==> src/rtl/dmem_store_buffer.sv <==
// dmem_store_buffer
// Posted-write buffer between the core's load/store unit and a valid/ack
// data bus. Stores are queued in a FIFO and drained one bus transfer at a
// time. Loads take the bus with priority from IDLE. A load whose word
// address matches a queued store waits for the FIFO to drain.
//
// Optional build macro: STORE_FWD_EN
//   When defined, a hazarded load whose youngest matching store has a full
//   byte mask is answered from the FIFO in one cycle, with no bus access.
//
// Ports
//   clk_in, rst_in            clock, synchronous active-low reset
//   core_wr_req_in            store request (addr/wdata/wmask)
//   core_rd_req_in            load request, held with addr while stalled
//   core_addr_in              load/store byte address
//   core_wdata_in/wmask_in    lane-aligned store data and byte enables
//   core_rdata_out/rvalid_out load data and its one-cycle valid pulse
//   stall_out                 core must hold its current request
//   buf_empty_out             FIFO empty and bus idle
//   bus_*                     valid/ack bus master (req/we/addr/wdata/wmask, ack/rdata)
module dmem_store_buffer #(
  parameter int DEPTH = 4,
  parameter int PTR_W = 2
) (
  input  logic        clk_in,
  input  logic        rst_in,
  input  logic        core_wr_req_in,
  input  logic [31:0] core_addr_in,
  input  logic [31:0] core_wdata_in,
  input  logic [3:0]  core_wmask_in,
  input  logic        core_rd_req_in,
  output logic [31:0] core_rdata_out,
  output logic        core_rvalid_out,
  output logic        stall_out,
  output logic        buf_empty_out,
  output logic        bus_req_out,
  output logic        bus_we_out,
  output logic [31:0] bus_addr_out,
  output logic [31:0] bus_wdata_out,
  output logic [3:0]  bus_wmask_out,
  input  logic        bus_ack_in,
  input  logic [31:0] bus_rdata_in
);

  localparam int CNT_W = PTR_W + 1;
  localparam logic [CNT_W-1:0] FULL_CNT = CNT_W'(DEPTH);

  localparam logic [1:0] S_IDLE  = 2'd0;
  localparam logic [1:0] S_WRITE = 2'd1;
  localparam logic [1:0] S_READ  = 2'd2;

  // FIFO storage: word address, data, byte mask
  logic [29:0] addr_mem [DEPTH];
  logic [31:0] data_mem [DEPTH];
  logic [3:0]  mask_mem [DEPTH];

  logic [1:0]       state_q, state_d;
  logic [PTR_W-1:0] wr_ptr_q, rd_ptr_q;
  logic [CNT_W-1:0] count_q;
  logic [31:0]      rdata_q, rdata_d;
  logic             rvalid_q, rvalid_d;

  logic [31:0] word_addr;
  logic        full, push, pop, rd_pending, any_match, hazard;
  logic [PTR_W-1:0] scan_idx;
`ifdef STORE_FWD_EN
  logic        fwd_hit;
  logic [31:0] fwd_data;
`endif

  assign word_addr  = core_addr_in & ~32'h3;
  assign full       = (count_q == FULL_CNT);
  assign push       = core_wr_req_in & ~full;
  assign pop        = (state_q == S_WRITE) & bus_ack_in;
  // During the rvalid pulse the held request is the one being answered.
  assign rd_pending = core_rd_req_in & ~rvalid_q;

  // Scan valid entries oldest to youngest; the last hit is the youngest.
  // NOTE: every variable written in always_comb gets a default first so no latch is inferred.
  always_comb begin
    any_match = 1'b0;
    scan_idx  = '0;
`ifdef STORE_FWD_EN
    fwd_hit   = 1'b0;
    fwd_data  = '0;
`endif
    for (int i = 0; i < DEPTH; i++) begin
      scan_idx = rd_ptr_q + PTR_W'(i);
      if ((CNT_W'(i) < count_q) && (addr_mem[scan_idx] == word_addr[31:2])) begin
        any_match = 1'b1;
`ifdef STORE_FWD_EN
        fwd_hit   = (mask_mem[scan_idx] == 4'b1111);
        fwd_data  = data_mem[scan_idx];
`endif
      end
    end
  end

  // A store entering this cycle shares core_addr_in, so it always conflicts.
  assign hazard = any_match | push;

  always_comb begin
    state_d  = state_q;
    rdata_d  = rdata_q;
    rvalid_d = 1'b0;
    case (state_q)
      S_IDLE: begin
        if (rd_pending && !hazard)  state_d = S_READ;
        else if (count_q != '0)     state_d = S_WRITE;
      end
      S_WRITE: if (bus_ack_in) state_d = S_IDLE;
      S_READ: begin
        if (bus_ack_in) begin
          rdata_d  = bus_rdata_in;
          rvalid_d = 1'b1;
          state_d  = S_IDLE;
        end
      end
      default: state_d = S_IDLE;
    endcase
`ifdef STORE_FWD_EN
    // Full-word hit on the youngest matching store: answer from the FIFO.
    if (rd_pending && fwd_hit && !push && (state_q != S_READ)) begin
      rdata_d  = fwd_data;
      rvalid_d = 1'b1;
    end
`endif
  end

  // NOTE: sequential state uses non-blocking assignments so every flop samples pre-edge values.
  always_ff @(posedge clk_in) begin
    if (!rst_in) begin
      state_q  <= S_IDLE;
      wr_ptr_q <= '0;
      rd_ptr_q <= '0;
      count_q  <= '0;
      rdata_q  <= '0;
      rvalid_q <= 1'b0;
    end else begin
      state_q  <= state_d;
      rdata_q  <= rdata_d;
      rvalid_q <= rvalid_d;
      if (push) wr_ptr_q <= wr_ptr_q + 1'b1;
      if (pop)  rd_ptr_q <= rd_ptr_q + 1'b1;
      case ({push, pop})
        2'b10:   count_q <= count_q + 1'b1;
        2'b01:   count_q <= count_q - 1'b1;
        default: count_q <= count_q;
      endcase
    end
  end

  // NOTE: FIFO storage has no reset; count_q alone decides which entries are valid.
  always_ff @(posedge clk_in) begin
    if (push) begin
      addr_mem[wr_ptr_q] <= word_addr[31:2];
      data_mem[wr_ptr_q] <= core_wdata_in;
      mask_mem[wr_ptr_q] <= core_wmask_in;
    end
  end

  assign core_rdata_out  = rdata_q;
  assign core_rvalid_out = rvalid_q;
  assign stall_out       = (core_wr_req_in & full) | (core_rd_req_in & ~rvalid_q);
  assign buf_empty_out   = (count_q == '0) & (state_q == S_IDLE);

  always_comb begin
    bus_req_out   = 1'b0;
    bus_we_out    = 1'b0;
    bus_addr_out  = '0;
    bus_wdata_out = '0;
    bus_wmask_out = '0;
    case (state_q)
      S_WRITE: begin
        bus_req_out   = 1'b1;
        bus_we_out    = 1'b1;
        bus_addr_out  = {addr_mem[rd_ptr_q], 2'b00};
        bus_wdata_out = data_mem[rd_ptr_q];
        bus_wmask_out = mask_mem[rd_ptr_q];
      end
      S_READ: begin
        bus_req_out  = 1'b1;
        bus_addr_out = word_addr;
      end
      default: ;
    endcase
  end

endmodule

==> config.mk <==
export PLATFORM = sky130hd
export DESIGN_NAME = dmem_store_buffer
export DESIGN_NICKNAME = d
export VERILOG_FILES = /design/src/rtl/dmem_store_buffer.sv
export SDC_FILE = /design/constraint.sdc
export NUM_CORES = 1
export LEC_CHECK = 0
export ABC_AREA = 1
export CAP_MARGIN = 20
export CORE_ASPECT_RATIO = 1.25
export CORE_UTILIZATION = 61
export DETAILED_ROUTE_END_ITERATION = 6
export PLACE_DENSITY = 0.88
export SLEW_MARGIN = 5
export SYNTH_ARGS = -nofsm -noshare
export SYNTH_HDL_FRONTEND = slang
export SYNTH_SLANG_ARGS = --single-unit
==> constraint.sdc <==
create_clock -name clk_in -period 7.35 [get_ports clk_in]
set_clock_uncertainty 0.15 [all_clocks]
set_input_delay 0.735 -clock clk_in [delete_from_list [all_inputs] [get_ports clk_in]]
set_output_delay 0.735 -clock clk_in [all_outputs]
set_load 0.02 [all_outputs]
Word level (Yosys, flattened, before mapping)
Memories as Yosys holds them, arrays and structs flattened. A register that Yosys moved wholly into a read port is not among the register bits.
Cells that the tools add are included.
{ "op_classes": {"addsub": 6, "order_cmp": 4, "eq_ne": 11, "muxes": 23, "bitwise": 9, "n_reduce_logical": 14} }
{ "ops": {"columns": ["cell", "count"], "rows": [
  ["30-bit == test", 4],
  ["32-bit one-hot mux with 2 select lines", 1],
  ["32-bit two-way mux", 1],
  ["2-bit two-way mux", 9],
  ["1-bit two-way mux", 9],
  ["1-bit by 3-bit < comparator with 1-bit output, first input constant", 2],
  ["2-bit by 3-bit < comparator with 1-bit output, first input constant", 2],
  ["3-bit one-hot mux with 2 select lines", 1],
  ["2-bit AND reduction", 3],
  ["1-bit bitwise AND", 5],
  ["1-bit logical AND", 5],
  ["2-bit by 1-bit adder with 2-bit output, second input constant", 2],
  ["2-bit adder, second input constant", 2],
  ["2-bit by 1-bit == test with 1-bit output, second input constant", 2],
  ["2-bit == test, second input constant", 2],
  ["4-bit two-way mux", 1],
  ["2-bit one-hot mux with 2 select lines", 1],
  ["3-bit by 1-bit adder with 3-bit output, second input constant", 1],
  ["3-bit == test, second input constant", 1],
  ["3-bit zero test", 1],
  ["3-bit inequality test, second input constant", 1],
  ["3-bit nonzero test", 1],
  ["3-bit by 1-bit subtractor with 3-bit output, second input constant", 1],
  ["2-bit zero test", 1],
  ["other kinds (6)", 8]
]} }
{ "totals": {"ff_bits": 42, "ram_bits": 264, "input_bits": 105, "output_inout_bits": 105, "wordCells": 76, "mem_count": 3} }
{ "mem_list": {"columns": ["name", "words", "width", "read_ports", "rd_clocked_by_memory_dff", "write_ports", "line", "source"], "rows": [
  ["data_mem", 4, 32, 1, 1, 1, "54", "logic [31:0] data_mem [DEPTH];"],
  ["addr_mem", 4, 30, 4, 1, 1, "53", "logic [29:0] addr_mem [DEPTH];"],
  ["mask_mem", 4, 4, 1, 1, 1, "55", "logic [3:0] mask_mem [DEPTH];"]
]} }

Longest topological paths before layout
Gate-level depths: netlist of the first run.
An unclocked memory read counts as a cell.
{ "depth": {"depth_word": 12, "depth_mapped": 21, "ltp_nobuf": 19} }

Least setup slack after synthesis of the first run
No wires, ideal clock.
{ "synth_timing": {"path_kind": "input to register", "from": "input port core_wr_req_in", "to": "memory addr_mem[0][0], enable pin", "setup_time_ns": 0.491, "arrival_time_ns": 3.685, "slack_ns": 3.024, "path_stages": 2, "path_cell_list": "nand2_1 -> nor2_1"} }
{ "synth_between": {"elab_chain_cells": 3} }
{ "synth_rtl": {"columns": ["item", "line", "source"], "rows": [
  ["start: declaration", "27", "input logic core_wr_req_in,"],
  ["1-bit bitwise AND", "73", "assign push = core_wr_req_in & ~full;"],
  ["1-bit two-way mux", "155", "if (push) begin"],
  ["1-bit two-way mux (implied by the code)", "156", "addr_mem[wr_ptr_q] <= word_addr[31:2];"],
  ["end: declaration", "53", null]
]} }
No other way between the ends.

==> impl_metrics.toml, run 1 <==
[status]
status = "finished with violations"
violations = "design-rule violations"

[synthesis]
syn_inst = 2278
ys.warnings.count = 0
synth.avg_cell_area_um2 = 7.540
ys_seq_area_share_pct = 51.29
synth-adder-area-share_pct = 0.8013
synth_xor_xnor_area_share_pct = 0.8159
netlist_area_um2 = 17180
synth_top_family_by_area = "simple AND/OR/NAND/NOR gates"
synth_compound_area_share_pct = 9.106
synth_simple_gate_area_share_pct = 31.73
ys_types = 29
ys_ff_latch = 308
synthMuxAreaShare_pct = 0

[cts]
worstSkewPairLatency_ns = 0.56
cts_resized = 0
cts_tree = "built"
htreeDepth = 1
clk_pin_slew_ns = 0.06
cts_sinks = 308
hold_buffers = 0
post-cts-setup-buffer-count = 0
clockBufferDepth = 3
cts_buffers = 30
cts-root-buf = "clkbuf_16"

[route]
finalWirelength_um = 51430
wl_met1_um = 18130
drc = 8
via_per_inst = 5.795
wl_met2_um = 25630
drtIter0Drc = 1535
drtPass1Iterations = 7
via_count = 16203
wl_per_cell_um = 18.39
wl_met3_um = 5107
ant_nets = 0
topRoutingLayerUsed = "met4"

[worst_setup_path]
slowest_stage = "inv_2"
critPathMaxStageDelay_ns = 0.84
crit_fanout = 66
crit_required_ns = 6.46
path_cells = "inv_2 -> buf_4 -> nor2_1 -> o21ai_0 -> nand2_1 -> a21oi_1 -> clkdlybuf4s50_1"
rrSetupSlack_ns = 2.83
cp-start-kind = "register"
cp_data_arrival_time_ns = 4.15
r2r-start = "rd_ptr_q[0]"
critPathCaptureType = "output port"
cp_num_buf_inv = 3
cp_top_family = "buffers and inverters"
critPathKind = "register to output port"
r2r_cells = 20
r2r_end = "state_q[0]"

[timing]
slew_viol_final = 0
timing.hold.ws_ns = 0.3328
setup_viol = 0
setup_tns_ns = 0
rsz0062_at_grt = "false"
max_freq_mhz = 198.4
period_share_pct = 68.56
slew_headroom_pct = 26.12
finalHoldViolCount = 0
worstMarginPinSlew_ns = 1.108
fin_crit_ns = 5.039

[min_path]
worst_hold_path_type = "register to register"
holdCritStartpoint = "core_rdata_out[20]"
min_to = "core_rdata_out[20]"
min_path_cells = 2

[cells_and_area]
area_growth_pct = 17.84
drive_gt1_share_pct = 3.475
layout_common_cells = "896 x nand2_1, 310 x nor2_1, 264 x edfxtp_1"
final_common_cell = "nand2_1"
num_antenna_cells = 0
fin_nets = 2538
final_cell_area_um2 = 20240

[global_route]
antenna_found_initial = 0
grt_max_degree = 104
grt_pass1_vias = 15646
track_usage_pct = 35.34
grt_pass1_wl_um = 79610
gr-total-overflow = 0

[floorplan]
dieWidth_um = 152.1
coreArea_um2 = 27650
die-area_um2 = 28840
pin_count = 210
dieHeight_um = 189.6
rows = 68
initial_utilization_pct = 62.11

[placement]
gp_congestion = 0.9802
placed_area_um2 = 19290
hpwl_um = 32490
port_buffers = 205

[pwr]
comb_power_share_pct = 41.2
cellPowerDensity_nw_per_um2 = 305.4
p_sw_share_pct = 40.71
p_clk_share_pct = 23.9
peakVddDrop_uv = 327.5
p_int_uw = 3665
switchingPower_uw = 2516
p_seq_share_pct = 34.9
p_leak_uw = 0.008482

[run]
maxCapViolations = 0
routing by layer:
layer / global-route usage [%] / vias up
li1: - / 7688
met1: 40.82 / 7414
met2: 61.91 / 924
met3: 6.583 / 177
met4: 20.45 / 0
met5: 0 / -
worst max path at each step:
stage                         from                to  slack [ns]  cells after the start
CTS                       register  bus_addr_out[11]        2.36                      7
global placement          register  bus_addr_out[13]        3.11                      7
finish                    register  bus_addr_out[11]        2.31                      7
detailed placement        register  bus_addr_out[11]        2.97                      7
global route              register  bus_addr_out[11]        2.08                      7
floorplan           core_wr_req_in    addr_mem[0][0]        3.02                      2
sequential cells by signal (all words and copies together) (netlist names), named ones only:
signal	flops
count_q	3
core_rvalid_out	1
wr_ptr_q	2
addr_mem	120
rd_ptr_q	2
core_rdata_out	32
data_mem	128
state_q	2
mask_mem	16
metrics by stage:
stage	instances	worst slack [ns]	total power, uW	util [%]
floorplan	2279	3.024	3812	-
global placement	2738	3.109	4586	69.68
detailed placement	2739	2.969	4663	69.76
CTS	2795	2.362	6134	73.12
global route	2796	2.085	6487	73.19
finish	2796	2.311	6181	73.19
cells in the mapped netlist (all sizes together):
cell,instances,area [um^2]
nand2,901,3400
nor2,314,1179
edfxtp,264,7928
o21ai,206,1031
nand3,162,815.8
inv,129,484.2
a21oi,102,510.5
buf,68,406.7
clkbuf,47,176.4
dfxtp,44,880.8
xor2,16,140.1
ha,11,137.6
or2,5,31.28
nand4,2,12.51
a31o,1,8.760
clkinv,1,3.750
conb,1,3.750
nand3b,1,7.510
nor3,1,5.000
o21a,1,7.510
o22ai,1,6.260
tightest hold or removal path, cell delays in order, from the launching register on:
cell and delay (ns):
dfxtp_1 0.32, nor2_1 0.05, nor2_1 0.08
power by group through the flow:
stage	clock network, uW	logic (uW)	registers [uW]
final	1480	2550	2160
after global routing	1540	2780	2170
after CTS	1480	2500	2150
after detailed placement	0	2470	2190
after global placement	0	2410	2180
after floorplan	0	1670	2140
cell type report:
| cell class | count | area [um^2] |
|---|---|---|
| Fill cell | 1976 | 7412 |
| Tap cell | 350 | 437.9 |
| Clock buffer | 41 | 813.3 |
| Inverter | 130 | 489.2 |
| Sequential cell | 308 | 8817 |
| Multi-Input combinational cell | 1726 | 7330 |
| Timing Repair Buffer | 226 | 2235 |
| Clock inverter | 15 | 117.6 |
cell families after synthesis:
logic type                 count (synthesis)
and+or+nand+nor                         1386
AOI/OAI and AO/OA                        311
DFF                                      308
buffers and inverters                    245
xor gates and xnor gates                  16
adders and majority gates                 11
other                                      1
Note: power is estimated with default switching activity, not from simulation.
==> run 2: changes to the inputs <==
--- a/config.mk
+++ b/config.mk
@@ -8,9 +8,9 @@
 export ABC_AREA = 1
 export CAP_MARGIN = 20
 export CORE_ASPECT_RATIO = 1.25
-export CORE_UTILIZATION = 61
+export CORE_UTILIZATION = 57
 export DETAILED_ROUTE_END_ITERATION = 6
-export PLACE_DENSITY = 0.88
+export PLACE_DENSITY = 0.83
 export SLEW_MARGIN = 5
 export SYNTH_ARGS = -nofsm -noshare
 export SYNTH_HDL_FRONTEND = slang
==> constraint.sdc (replaced) <==
create_clock -name clk_in -period 5.1 [get_ports clk_in]
set_clock_uncertainty 0.15 [all_clocks]
set_input_delay 0.51 -clock clk_in [delete_from_list [all_inputs] [get_ports clk_in]]
set_output_delay 0.51 -clock clk_in [all_outputs]
set_load 0.02 [all_outputs]
==> impl_metrics.toml, run 2 (same netlist as run 1, synthesis figures left out) <==
[pwr]
p_seq_share_pct = 32.7
p_leak_uw = 0.008659
switchingPower_uw = 3705
p_clk_share_pct = 27.5
peakVddDrop_uv = 387.0
p_int_uw = 5678
p_sw_share_pct = 39.49
comb_power_share_pct = 39.8
cellPowerDensity_nw_per_um2 = 455.0

[timing]
max_freq_mhz = 241.6
setup_tns_ns = 0
fin_crit_ns = 4.139
period_share_pct = 81.15
worstMarginPinSlew_ns = 1.038
setup_viol = 0
finalHoldViolCount = 0
rsz0062_at_grt = "false"
slew_viol_final = 0
slew_headroom_pct = 30.72

[cells_and_area]
largest_register_ffs = 128
layout_common_cells = "896 x nand2_1, 310 x nor2_1, 264 x edfxtp_1"
num-fill-cells = 2316
num_antenna_cells = 0
final_common_cell = "nand2_1"
fin_nets = 2548
regMostFlops = "data_mem"
area_growth_pct = 20.06
drive_gt1_share_pct = 4.355
post-route-util_pct = 70.07

[run]
maxCapViolations = 0

[cts]
cts_buffers = 31
cts_sinks = 308
cts_resized = 0
clk_pin_slew_ns = 0.07
post-cts-setup-buffer-count = 0
htreeDepth = 1
cts-root-buf = "clkbuf_16"
hold_buffers = 0
clockBufferDepth = 3
cts_tree = "built"
worstSkewPairLatency_ns = 0.59

[placement]
hpwl_um = 33290
port_buffers = 205
gp_congestion = 0.9837

[min_path]
min_path_cells = 2
worst_hold_path_type = "register to register"

[floorplan]
die-area_um2 = 30830
dieWidth_um = 157.3
initial_utilization_pct = 58.36
dieHeight_um = 196.1
pin_count = 210
coreArea_um2 = 29430
rows = 70

[route]
finalWirelength_um = 51300
drtPass1Iterations = 5
wl_per_cell_um = 17.98
drc = 0
ant_nets = 0
drtIter0Drc = 1484
via_per_inst = 5.599
via_count = 15974

[worst_setup_path]
crit_fanout = 49
r2r_cells = 17
cp-start-kind = "register"
cp_data_arrival_time_ns = 3.48
crit_required_ns = 4.44
critPathCaptureType = "output port"
critPathKind = "register to output port"

[status]
status = "finished, final reports clean"

[global_route]
gr-total-overflow = 0
grt_max_degree = 82
track_usage_pct = 33.45
antenna_found_initial = 0
grt_pass1_wl_um = 79210
grt_pass1_vias = 15585
run 2: through the flow:
| stage | instances | area, um^2 | setup slack (ns) | hold WS (ns) | power, uW |
|---|---|---|---|---|---|
| after floorplan | 2279 | 17180 | 0.8318 | 0.3044 | 5494 |
| after global placement | 2794 | 19450 | 1.427 | 0.3127 | 6666 |
| after detailed placement | 2794 | 19450 | 1.347 | 0.3190 | 6759 |
| after CTS | 2852 | 20600 | 0.9827 | 0.3348 | 9332 |
| after global routing | 2853 | 20620 | 0.8246 | 0.3562 | 9832 |
| final | 2853 | 20620 | 0.9614 | 0.3269 | 9382 |
run 2: per-layer routing:
| metal | global-route usage, % | up-vias | part of all wire, % |
|---|---|---|---|
| li1 | - | 7705 | - |
| met1 | 39.24 | 7312 | 37 |
| met2 | 56.44 | 798 | 49 |
| met3 | 6.053 | 159 | 9.0 |
| met4 | 20.89 | 0 | 5.5 |
| met5 | 0 | - | 0 |
run 2: cell type report:
type / instances / area, um^2 / area share (%)
multi-input combinational: 1726 / 7330 / 35.55
inverter: 130 / 489.2 / 2.373
clock inverter: 27 / 377.9 / 1.833
clock buffer: 31 / 775.7 / 3.762
tap: 396 / 495.5 / 2.403
timing repair buffer: 235 / 2335 / 11.32
sequential: 308 / 8817 / 42.76
run 2: worst paths after layout:
path                      from                 to  slack, ns
min reg2reg  core_rdata_out[5]  core_rdata_out[5]       0.33
max                   register   bus_addr_out[13]       0.96
max reg2reg        rd_ptr_q[0]         state_q[0]       1.30
min          core_rdata_out[5]  core_rdata_out[5]       0.33
run 2: worst max-delay path, cell delays in order (launching register included):
cell             delay (ns)
dfxtp_4                0.53
inv_2                  0.45
buf_4                  0.39
nor2_1                 0.06
o21ai_0                0.53
nand2_1                0.11
a21oi_1                0.15
clkdlybuf4s50_1        0.62
run 2: power by group through the flow:
stage | combinational, uW | sequential (uW) | clock [uW]
2_1_floorplan | 2410 | 3080 | 0
3_3_place_gp | 3560 | 3110 | 0
3_5_place_dp | 3640 | 3120 | 0
4_1_cts | 3680 | 3070 | 2590
5_1_grt | 4070 | 3090 | 2670
6_report | 3730 | 3070 | 2580
==> run 3: changes to the inputs <==
==> constraint.sdc (replaced) <==
create_clock -name clk_in -period 4.2 [get_ports clk_in]
set_clock_uncertainty 0.15 [all_clocks]
set_input_delay 0.42 -clock clk_in [delete_from_list [all_inputs] [get_ports clk_in]]
set_output_delay 0.42 -clock clk_in [all_outputs]
set_load 0.02 [all_outputs]
==> impl_metrics.toml, run 3 (same netlist as run 1, synthesis figures left out) <==
[pwr]
p_int_uw = 6655
peakVddDrop_uv = 555.8
cellPowerDensity_nw_per_um2 = 538.9
p_sw_share_pct = 39.75
comb_power_share_pct = 41.3
p_leak_uw = 0.008588
switchingPower_uw = 4390
p_clk_share_pct = 25.1
total_power_uw = 11050
p_seq_share_pct = 33.6

[cts]
cts_resized = 0
hold_buffers = 0
htreeDepth = 1
cts_sinks = 308
clockBufferDepth = 3
worstSkewPairLatency_ns = 0.58
clk_pin_slew_ns = 0.06
cts_tree = "built"
post-cts-setup-buffer-count = 0
cts-root-buf = "clkbuf_16"
cts_buffers = 30

[global_route]
track_usage_pct = 33.68
grt_pass1_vias = 15577
grt_max_degree = 157
antenna_found_initial = 0
gr-total-overflow = 0
grt_pass1_wl_um = 79880

[cells_and_area]
regMostFlops = "data_mem"
final_cell_area_um2 = 20500
post-route-util_pct = 69.65
num-fill-cells = 2318
largest_register_ffs = 128
drive_gt1_share_pct = 3.873
num_antenna_cells = 0
fin_nets = 2545
final_common_cell = "nand2_1"
layout_common_cells = "896 x nand2_1, 310 x nor2_1, 264 x edfxtp_1"
area_growth_pct = 19.34

[min_path]
worst_hold_path_type = "input port to register"

[floorplan]
dieHeight_um = 196.1
die-area_um2 = 30830
dieWidth_um = 157.3
initial_utilization_pct = 58.36
coreArea_um2 = 29430
rows = 70
pin_count = 210

[placement]
gp_congestion = 1.013
hpwl_um = 32890
placed_area_um2 = 19470
port_buffers = 205

[status]
status = "finished, final reports clean"

[timing]
fin_crit_ns = 3.862
timing.hold.ws_ns = 0.3254
slew_viol_final = 0
rsz0062_at_grt = "false"
worstMarginPinSlew_ns = 1.021
slew_headroom_pct = 31.85
max_freq_mhz = 258.9
setup_tns_ns = 0
setup_viol = 0
finalHoldViolCount = 0
period_share_pct = 91.95

[worst_setup_path]
critPathCaptureType = "output port"
cp-start-kind = "register"
cp_data_arrival_time_ns = 3.29
rrSetupSlack_ns = 0.62
crit_fanout = 21
critPathKind = "register to output port"
crit_required_ns = 3.63

[run]
maxCapViolations = 0

[route]
via_per_inst = 5.638
wl_per_cell_um = 18.02
finalWirelength_um = 51350
ant_nets = 0
drtIter0Drc = 1463
via_count = 16064
drtPass1Iterations = 6
drc = 0
==> run 3: changes by cell type in the layout (fill, tap and decap cells not counted), sizes merged <==
cell    before  now
inv        135  129
buf         30   28
bufinv       8    4
clkbuf      31   39
==> run 3: layer usage <==
| layer | vias to the layer above | wire (um) | global-route usage (%) |
|---|---|---|---|
| met2 | 808 | 25640 | 57.47 |
| li1 | 7697 | - | - |
| met5 | - | 0 | 0 |
| met1 | 7386 | 18320 | 39.25 |
| met4 | 0 | 2549 | 18.41 |
| met3 | 173 | 4834 | 7.223 |
==> run 3: through the flow <==
step                setup slack (ns)  cells
floorplan                   -0.06816   2279
finish                        0.3381   2849
CTS                           0.3737   2848
global placement              0.9147   2792
global route                  0.2164   2849
detailed placement            0.8356   2792
==> run 3: path summary, 6_finish.rpt <==
kind                            cells after the start          startpoint            endpoint
worst max register to register                     16            register          state_q[0]
worst min-delay path                                3     bus_rdata_in[2]   core_rdata_out[2]
worst max-delay path                                6            register    bus_addr_out[13]
worst min register to register                      2  core_rdata_out[18]  core_rdata_out[18]
==> run 3: layout make-up <==
class	instances	area, um^2	area share, %
sequential	308	8817	43.02
multi-input combinational	1726	7330	35.76
timing repair buffer	233	2357	11.50
clock buffer	39	815.8	3.980
tap	396	495.5	2.417
inverter	130	488.0	2.381
clock inverter	17	193.9	0.9462
==> run 3: worst max-delay path: stages, from the launching register on <==
cell and delay (ns):
dfxtp_2 0.76, buf_4 0.40, o21ai_0 0.13, o21ai_0 0.54
nand2_1 0.11, a21oi_1 0.15, clkdlybuf4s50_1 0.62
==> run 3: power by group through the flow <==
stage,sequential [uW],combinational (uW),clock [uW]
floorplan,3740,2930,0
global placement,3750,4340,0
detailed placement,3770,4440,0
CTS,3710,4490,2780
global route,3730,5000,2910
finish,3710,4560,2770
